[config.mk]
export PLATFORM = sky130hd
export DESIGN_NAME = cg_rvarch_issue_scoreboard
export DESIGN_NICKNAME = d
export VERILOG_FILES = /design/src/rtl/cg_rvarch_issue_scoreboard.sv
export SDC_FILE = /design/constraint.sdc
export NUM_CORES = 1
export LEC_CHECK = 0
export CORE_MARGIN = 10
export CORE_UTILIZATION = 45
export CTS_BUF_LIST = sky130_fd_sc_hd__clkbuf_8
export CTS_CLUSTER_SIZE = 30
export DETAILED_ROUTE_END_ITERATION = 7
export GPL_TIMING_DRIVEN = 0
export PLACE_DENSITY = 0.79
export SYNTH_ARGS = -nofsm -noshare
export SYNTH_HDL_FRONTEND = slang
export SYNTH_SLANG_ARGS = --single-unit
[constraint.sdc]
create_clock -name i_clk -period 2.9 [get_ports i_clk]
set_input_delay 0.58 -clock i_clk [delete_from_list [all_inputs] [get_ports i_clk]]
set_output_delay 0.58 -clock i_clk [all_outputs]
set_load 0.1 [all_outputs]
[src/rtl/cg_rvarch_issue_scoreboard.sv]
// ---------------------------------------------------------------------------
// cg_rvarch_issue_scoreboard
//
// Single-issue RAW/WAW interlock that sits between RV32I decode and execute.
// It holds one decoded instruction in an issue register. It keeps a busy bit
// for each architectural register that has an issued write still outstanding.
// Decode is stalled until the offered instruction's sources and destination
// are free. Writeback clears a busy bit. Flush drops the held instruction and
// leaves the busy bits alone.
//
// Optional feature macro: CG_RVARCH_SCOREBOARD_WB_BYPASS_EN
//   When it is defined, a writeback arriving in the current cycle masks that
//   register's busy bit in the hazard check. A dependent instruction is then
//   accepted in the same cycle as its producer's writeback. When it is not
//   defined, the hazard check uses registered state only.
//
// Ports
//   i_clk, i_rst_n                 clock, asynchronous active-low reset
//   i_dec_valid / o_dec_ready      decode handshake
//   i_dec_instr, i_dec_pc          offered instruction and its PC
//   o_issue_valid / i_issue_ready  execute handshake
//   o_issue_instr, o_issue_pc      held instruction and PC (registered)
//   i_wb_valid, i_wb_rd            writeback completion
//   i_flush                        drop held instruction, block accept
//   o_busy                         busy vector (bit 0 always 0)
//   o_wb_err                       one-cycle pulse on writeback to a free reg or x0
// ---------------------------------------------------------------------------
module cg_rvarch_issue_scoreboard #(
    parameter int INSTR_WIDTH = 32,
    parameter int PC_WIDTH    = 32
) (
    input  logic                   i_clk,
    input  logic                   i_rst_n,
    input  logic                   i_dec_valid,
    output logic                   o_dec_ready,
    input  logic [INSTR_WIDTH-1:0] i_dec_instr,
    input  logic [PC_WIDTH-1:0]    i_dec_pc,
    output logic                   o_issue_valid,
    input  logic                   i_issue_ready,
    output logic [INSTR_WIDTH-1:0] o_issue_instr,
    output logic [PC_WIDTH-1:0]    o_issue_pc,
    input  logic                   i_wb_valid,
    input  logic [4:0]             i_wb_rd,
    input  logic                   i_flush,
    output logic [31:0]            o_busy,
    output logic                   o_wb_err
);

    localparam logic [6:0] OPC_LOAD   = 7'b0000011;
    localparam logic [6:0] OPC_OP_IMM = 7'b0010011;
    localparam logic [6:0] OPC_AUIPC  = 7'b0010111;
    localparam logic [6:0] OPC_STORE  = 7'b0100011;
    localparam logic [6:0] OPC_OP     = 7'b0110011;
    localparam logic [6:0] OPC_LUI    = 7'b0110111;
    localparam logic [6:0] OPC_BRANCH = 7'b1100011;
    localparam logic [6:0] OPC_JALR   = 7'b1100111;
    localparam logic [6:0] OPC_JAL    = 7'b1101111;

    // Registered state
    logic                   hold_valid_reg;
    logic [INSTR_WIDTH-1:0] hold_instr_reg;
    logic [PC_WIDTH-1:0]    hold_pc_reg;
    logic                   hold_wr_reg;
    logic [4:0]             hold_rd_reg;
    logic [31:0]            busy_reg;
    logic                   wb_err_reg;

    logic [31:0]            busy_next;
    logic                   wb_err_next;

    // Decode of the offered instruction
    logic [6:0] dec_opcode;
    logic [4:0] dec_rd;
    logic [4:0] dec_rs1;
    logic [4:0] dec_rs2;
    logic       dec_wr;
    logic       dec_r1;
    logic       dec_r2;

    assign dec_opcode = i_dec_instr[6:0];
    assign dec_rd     = i_dec_instr[11:7];
    assign dec_rs1    = i_dec_instr[19:15];
    assign dec_rs2    = i_dec_instr[24:20];

    always_comb begin
        dec_wr = 1'b0;
        dec_r1 = 1'b0;
        dec_r2 = 1'b0;
        case (dec_opcode)
            OPC_LOAD, OPC_OP_IMM, OPC_JALR: begin
                dec_wr = 1'b1;
                dec_r1 = 1'b1;
            end
            OPC_OP: begin
                dec_wr = 1'b1;
                dec_r1 = 1'b1;
                dec_r2 = 1'b1;
            end
            OPC_AUIPC, OPC_LUI, OPC_JAL: begin
                dec_wr = 1'b1;
            end
            OPC_BRANCH, OPC_STORE: begin
                dec_r1 = 1'b1;
                dec_r2 = 1'b1;
            end
            default: ;  // MISC_MEM, SYSTEM, custom, FP: no tracking
        endcase
        // x0 is never a real dependency
        dec_wr = dec_wr & (dec_rd  != 5'd0);
        dec_r1 = dec_r1 & (dec_rs1 != 5'd0);
        dec_r2 = dec_r2 & (dec_rs2 != 5'd0);
    end

    // Pending set: issued-but-not-written-back registers, plus the held
    // instruction's destination (it is not in busy yet but will be soon).
    logic [31:0] held_mask;
    logic [31:0] busy_chk;
    logic [31:0] pend;
    logic        hazard;
    logic        accept;
    logic        issue_fire;

    assign held_mask = (hold_valid_reg && hold_wr_reg) ? (32'd1 << hold_rd_reg) : 32'd0;

`ifdef CG_RVARCH_SCOREBOARD_WB_BYPASS_EN
    // Only the busy part is masked by a same-cycle writeback. The held rd has
    // not issued yet, so a writeback cannot be for it.
    logic [31:0] wb_mask;
    assign wb_mask  = i_wb_valid ? (32'd1 << i_wb_rd) : 32'd0;
    assign busy_chk = busy_reg & ~wb_mask;
`else
    assign busy_chk = busy_reg;
`endif

    assign pend   = busy_chk | held_mask;
    assign hazard = (dec_r1 & pend[dec_rs1])
                  | (dec_r2 & pend[dec_rs2])
                  | (dec_wr & pend[dec_rd]);

    assign o_dec_ready = !i_flush && !hazard && (!hold_valid_reg || i_issue_ready);
    assign accept      = i_dec_valid && o_dec_ready;
    assign issue_fire  = hold_valid_reg && i_issue_ready;

    // Per-register busy update. When issue sets a bit and writeback clears
    // the same bit in one cycle, the set wins: the writeback belongs to an
    // older producer, and the new one is still outstanding.
    genvar gi;
    generate
        for (gi = 0; gi < 32; gi = gi + 1) begin : g_busy
            if (gi == 0) begin : g_x0
                assign busy_next[gi] = 1'b0;
            end else begin : g_xn
                logic set_bit;
                logic clr_bit;
                assign set_bit = issue_fire && hold_wr_reg && (hold_rd_reg == 5'(gi));
                assign clr_bit = i_wb_valid && (i_wb_rd == 5'(gi));
                assign busy_next[gi] = set_bit ? 1'b1 : (clr_bit ? 1'b0 : busy_reg[gi]);
            end
        end
    endgenerate

    assign wb_err_next = i_wb_valid && ((i_wb_rd == 5'd0) || !busy_reg[i_wb_rd]);

    always_ff @(posedge i_clk or negedge i_rst_n) begin
        if (!i_rst_n) begin
            hold_valid_reg <= 1'b0;
            hold_instr_reg <= '0;
            hold_pc_reg    <= '0;
            hold_wr_reg    <= 1'b0;
            hold_rd_reg    <= 5'd0;
            busy_reg       <= 32'd0;
            wb_err_reg     <= 1'b0;
        end else begin
            busy_reg   <= busy_next;
            wb_err_reg <= wb_err_next;
            // Flush also forces o_dec_ready low, so accept cannot happen here
            if (i_flush) begin
                hold_valid_reg <= 1'b0;
            end else if (accept) begin
                hold_valid_reg <= 1'b1;
                hold_instr_reg <= i_dec_instr;
                hold_pc_reg    <= i_dec_pc;
                hold_wr_reg    <= dec_wr;
                hold_rd_reg    <= dec_rd;
            end else if (issue_fire) begin
                hold_valid_reg <= 1'b0;
            end
        end
    end

    assign o_issue_valid = hold_valid_reg;
    assign o_issue_instr = hold_instr_reg;
    assign o_issue_pc    = hold_pc_reg;
    assign o_busy        = busy_reg;
    assign o_wb_err      = wb_err_reg;

endmodule

# == Word level (Yosys, flattened, before mapping) ==
# Cells that the tools add are included.
# word_totals
reg_bits,103
inputBits,75
output_inout_bits,99
elab_cells,315
# classes
n_lt_le_gt_ge,4
n_eq_ne,71
shift,1
mux,77
bitwise_logic,10
n_reduce_logical,115
# ops
op,count
$eq 5x5->1 const B,32
$eq 5x4->1 const B,16
$mux 1,72
$logic_and 1x1->1,69
$reduce_bool 2->1,31
$eq 5x3->1 const B,8
$mux 32,1
$or 32x32->32,1
$shl 1x5->32 const A,1
$lt 5x6->1 const B,4
$eq 7x6->1 const B,3
$eq 7x7->1 const B,3
$bmux 1 s5,4
$eq 5x2->1 const B,4
$reduce_bool 5->1,3
$eq 7x5->1 const B,2
$eq 5x1->1 const B,2
$eq 7x2->1 const B,1
$reduce_or 7->1,1
$and 1x1->1,6
$reduce_or 6->1,1
$logic_not 5->1,1
$logic_not 1->1,4
$reduce_bool 3->1,1
other kinds (5),7

# == Depth between registers and ports, before layout ==
# logic_depth
depth_word,14
mapped_depth,13
ltp_nobuf,8

# == Worst setup path after synthesis ==
# Ideal clock, no wire load.
# synth_path
path_kind,register -> output
from,"reg, netlist name o_issue_instr[7]"
to,out o_dec_ready
t_arrival_ns,4.761
required_time_ns,2.320
setup_slack_ns,-2.441
path_stages_with_launch,10
n_path_buf,3
path_cell_list,dfrtp_1 buf_2 clkbuf_1 buf_1 nor4_1 o22ai_1 a211oi_1 nor4b_1 o32ai_2 nor3b_1
# synth_lines
element,line,source
to (decl),35,"output logic o_dec_ready,"

==> metrics.md <==
| Metric | Value |
|---|---|
| Outcome | `finished with violations` |
| Failing checks | `negative setup slack` |
| Critical path startpoint category | `register` |
| Hold Crit Class | `input port to async pin` |
| Worst skew pair latency | `0.41 ns` |
| Dpl cells | `926` |
| Vias in the first global route | `6,014` |
| Syn_nets | `660` |
| Slew at the pin closest to its max-slew limit | `1.046 ns` |
| Part of the Yosys area used for sequential elements | `0.4064` |
| GR peak layer | `met2` |
| Post-synth EDFFs | `0` |
| Final core utilization | `0.6653` |
| Pin count of the biggest net entering global routing | `61` |
| Via density per instance | `6.319` |
| Antenna violations before repair | `0` |
| CTS Sinks | `98` |
| Tot GR Track Use | `0.2612` |
| Met1 usage | `0.3231` |
| Number of core rows | `42` |
| Post-route DRC | `0` |
| Min cycle time layout | `3.695 ns` |
| WHS | `0.1420 ns` |
| Fin worst setup slack | `-0.7946 ns` |
| Diode count | `0` |
| Cell Pwr Density | `641.6 mW/mm^2` |
| Slew margin rel. | `0.3003` |
| CTS H-tree lvls | `3` |
| Synth async-reset ratio | `1.000` |
| Area Overhead vs Synth | `45.43%` |
| GPL Wtd Cong | `1.063` |
| Initial Utilization | `0.4575` |
| Die footprint | `0.01844 mm^2` |
| Final slew viol count | `0` |
| Max cap viols | `0` |
| Final Skew | `0.02816 ns` |
| PortBufs | `164` |
| Post-Route Setup TNS | `-42.24 ns` |
| I/O Pins | `174` |
| Worst VDD drop | `0.3806 mV` |
| Grt total ovfl | `0` |
| Clock Pin Slew Worst Setup and Hold Paths | `0.11 ns` |
| LEAKAGE | `3.519 nW` |
| Crit share post-route | `1.274` |
| Clk buf depth | `2` |
| Critical path peak fanout | `5` |
| CTS tree | `done` |
| Routed wire per std cell | `25.85 um` |
| Synth warn | `0` |
| Data arrival time of the worst path | `3.11 ns` |
| Met3 Track Usage GR | `0.09718` |
| Nets | `860` |
| Pre-CTS WS | `-1.997 ns` |
| Seq cells post-synth | `98` |
| Final Setup Violations | `67` |
| Remaining antenna violation count | `0` |
| GR met2 Demand/Resource | `0.4071` |
| DR vias | `6,104` |
| Fmax | `270.7 MHz` |
| Clk Tree Root Cell | `clkbuf_8` |
| Core area | `0.01319 mm^2` |
| Overall routed net length | `24.97 mm` |
| Post-Syn Instances | `585` |
| Kind of end point of the critical path | `primary output` |
| Initial DRT Pass Iterations | `7` |
| Horiz. Die Dim | `135.8 um` |
| Distinct cells, synth | `66` |
| Post-DP HPWL | `18.04 mm` |
| Fin cells | `966` |
| Final Hold Fails | `0` |
| Top FF cell, synth | `dfrtp_1` |
| Critical path class | `register to primary output` |
| TritonCTS Buffers | `9` |
| Share of layout cells above drive strength 1 | `0.2443` |
| RSZ-0062 raised after global routing | `yes` |
| CP required | `2.32 ns` |
| Mapped cell area | `0.006035 mm^2` |
| Die Y | `135.8 um` |
| First-pass GRT wire length | `36.86 mm` |
| Hold buffer count at cts | `0` |
| Initial DRC count | `656` |
| Avg Inst Size Synth | `10.32 um^2` |
[routing by layer]
layer  vias to the layer above  routed length [um]
li1                       2607                   -
met1                      3021                9318
met2                       409               12040
met3                        67                2870
met4                         0                 741
met5                         -                   0
[cell usage in the layout (no fill, tap or decap), types with 4 or more instances in the layout]
cell type | Yosys | final
a211oi_1 | 4 | 4
a21o_1 | 5 | 5
a21oi_1 | 14 | 11
a311oi_1 | 8 | 6
buf_12 | 0 | 8
buf_16 | 0 | 5
buf_4 | 1 | 21
buf_6 | 5 | 6
clkbuf_1 | 26 | 13
clkbuf_2 | 0 | 8
clkbuf_8 | 0 | 10
clkdlybuf4s50_1 | 0 | 159
dfrtp_1 | 98 | 91
dfrtp_4 | 0 | 4
inv_1 | 12 | 12
mux2_2 | 32 | 32
mux2_4 | 38 | 38
mux2i_1 | 19 | 19
mux4_2 | 10 | 10
nand2_1 | 27 | 25
nand2b_1 | 16 | 14
nand3_1 | 21 | 21
nand3b_1 | 6 | 6
nand4_1 | 10 | 10
nor2_1 | 26 | 24
nor2b_1 | 15 | 15
nor3_1 | 12 | 10
nor4_1 | 12 | 9
o21ai_0 | 74 | 74
o22ai_1 | 8 | 8
o41ai_1 | 5 | 5
[report_power, final]
group	leakage, nW	switching (mW)	internal [mW]	total [mW]
registers	1.21	0.149	1.56	1.71
logic	2.20	2.09	0.855	2.95
clock network	0.104	0.559	0.415	0.974
[final timing paths]
check	startpoint	end	slack, ns	cells after the start
setup / recovery	o_issue_instr[11]	o_dec_ready	-0.79	9
min in group i_clk	o_issue_pc[8]	o_issue_pc[8]	0.52	1
setup reg to reg	o_issue_instr[11]	o_issue_instr[1]	-0.69	15
hold / removal	i_rst_n	o_issue_instr[27]	0.14	1
max in group asynchronous	i_rst_n	o_busy[16]	2.06	2
hold reg to reg	o_issue_pc[8]	o_issue_pc[8]	0.52	1
[cells in the mapped netlist (5+ instances only)]
master / number / area (um^2)
mux4_2: 10 / 225.2
dfrtp_1: 98 / 2452
buf_6: 5 / 56.30
nand2_1: 27 / 101.4
nor3_1: 12 / 60.06
o41ai_1: 5 / 43.79
o22ai_1: 8 / 50.05
mux2i_1: 19 / 190.2
nand3b_1: 6 / 45.04
buf_2: 6 / 30.03
nor2_1: 26 / 97.59
nor4_1: 12 / 75.07
clkbuf_1: 26 / 97.59
mux2_4: 38 / 570.6
nor2b_1: 15 / 93.84
a21oi_1: 14 / 70.07
a311oi_1: 8 / 70.07
nand3_1: 21 / 105.1
a21o_1: 5 / 37.54
buf_1: 6 / 22.52
inv_1: 12 / 45.04
o21ai_0: 74 / 370.4
nand2b_1: 16 / 100.1
mux2_2: 32 / 360.4
nand4_1: 10 / 62.56
[worst max-delay path, stage by stage (launching register included)]
cell,delay [ns]
dfrtp_4,0.50
nand3b_1,0.28
buf_4,0.23
nor2_2,0.20
a2111oi_0,0.15
o41ai_1,0.38
or4b_4,0.52
o32ai_4,0.19
nor3b_4,0.09
buf_12,0.17
[area by class of cell]
type | instances | area, um^2
Tap cell | 176 | 220.2
Clock buffer | 9 | 123.9
Inverter | 12 | 45.04
Clock inverter | 7 | 87.58
Sequential cell | 98 | 2471
Buffer | 39 | 287.8
Timing Repair Buffer | 194 | 2023
Fill cell | 1032 | 4414
Multi-Input combinational cell | 431 | 3517
[timing repair]
action	in CTS	in global routing
pin swaps	11	3
gates cloned	5	0
endpoints found under the setup margin	67	67
gates resized for setup	73	23
buffers inserted	19	7
[logic make-up after synthesis]
| family | synth area share |
|---|---|
| xor+xnor | 0.007257 |
| simple gates | 0.1565 |
| flops | 0.4064 |
| buf+inv | 0.04292 |
| other cells | 0.0006214 |
| compound gates | 0.1632 |
| mux | 0.2231 |
[stage by stage]
stage,power (mW),area (um^2)
2_1_floorplan,3.714,6085
3_3_place_gp,4.470,7946
3_5_place_dp,4.500,7971
4_1_cts,5.593,8690
5_1_grt,5.791,8776
6_report,5.631,8776
Note: power is estimated with default switching activity, not from simulation.
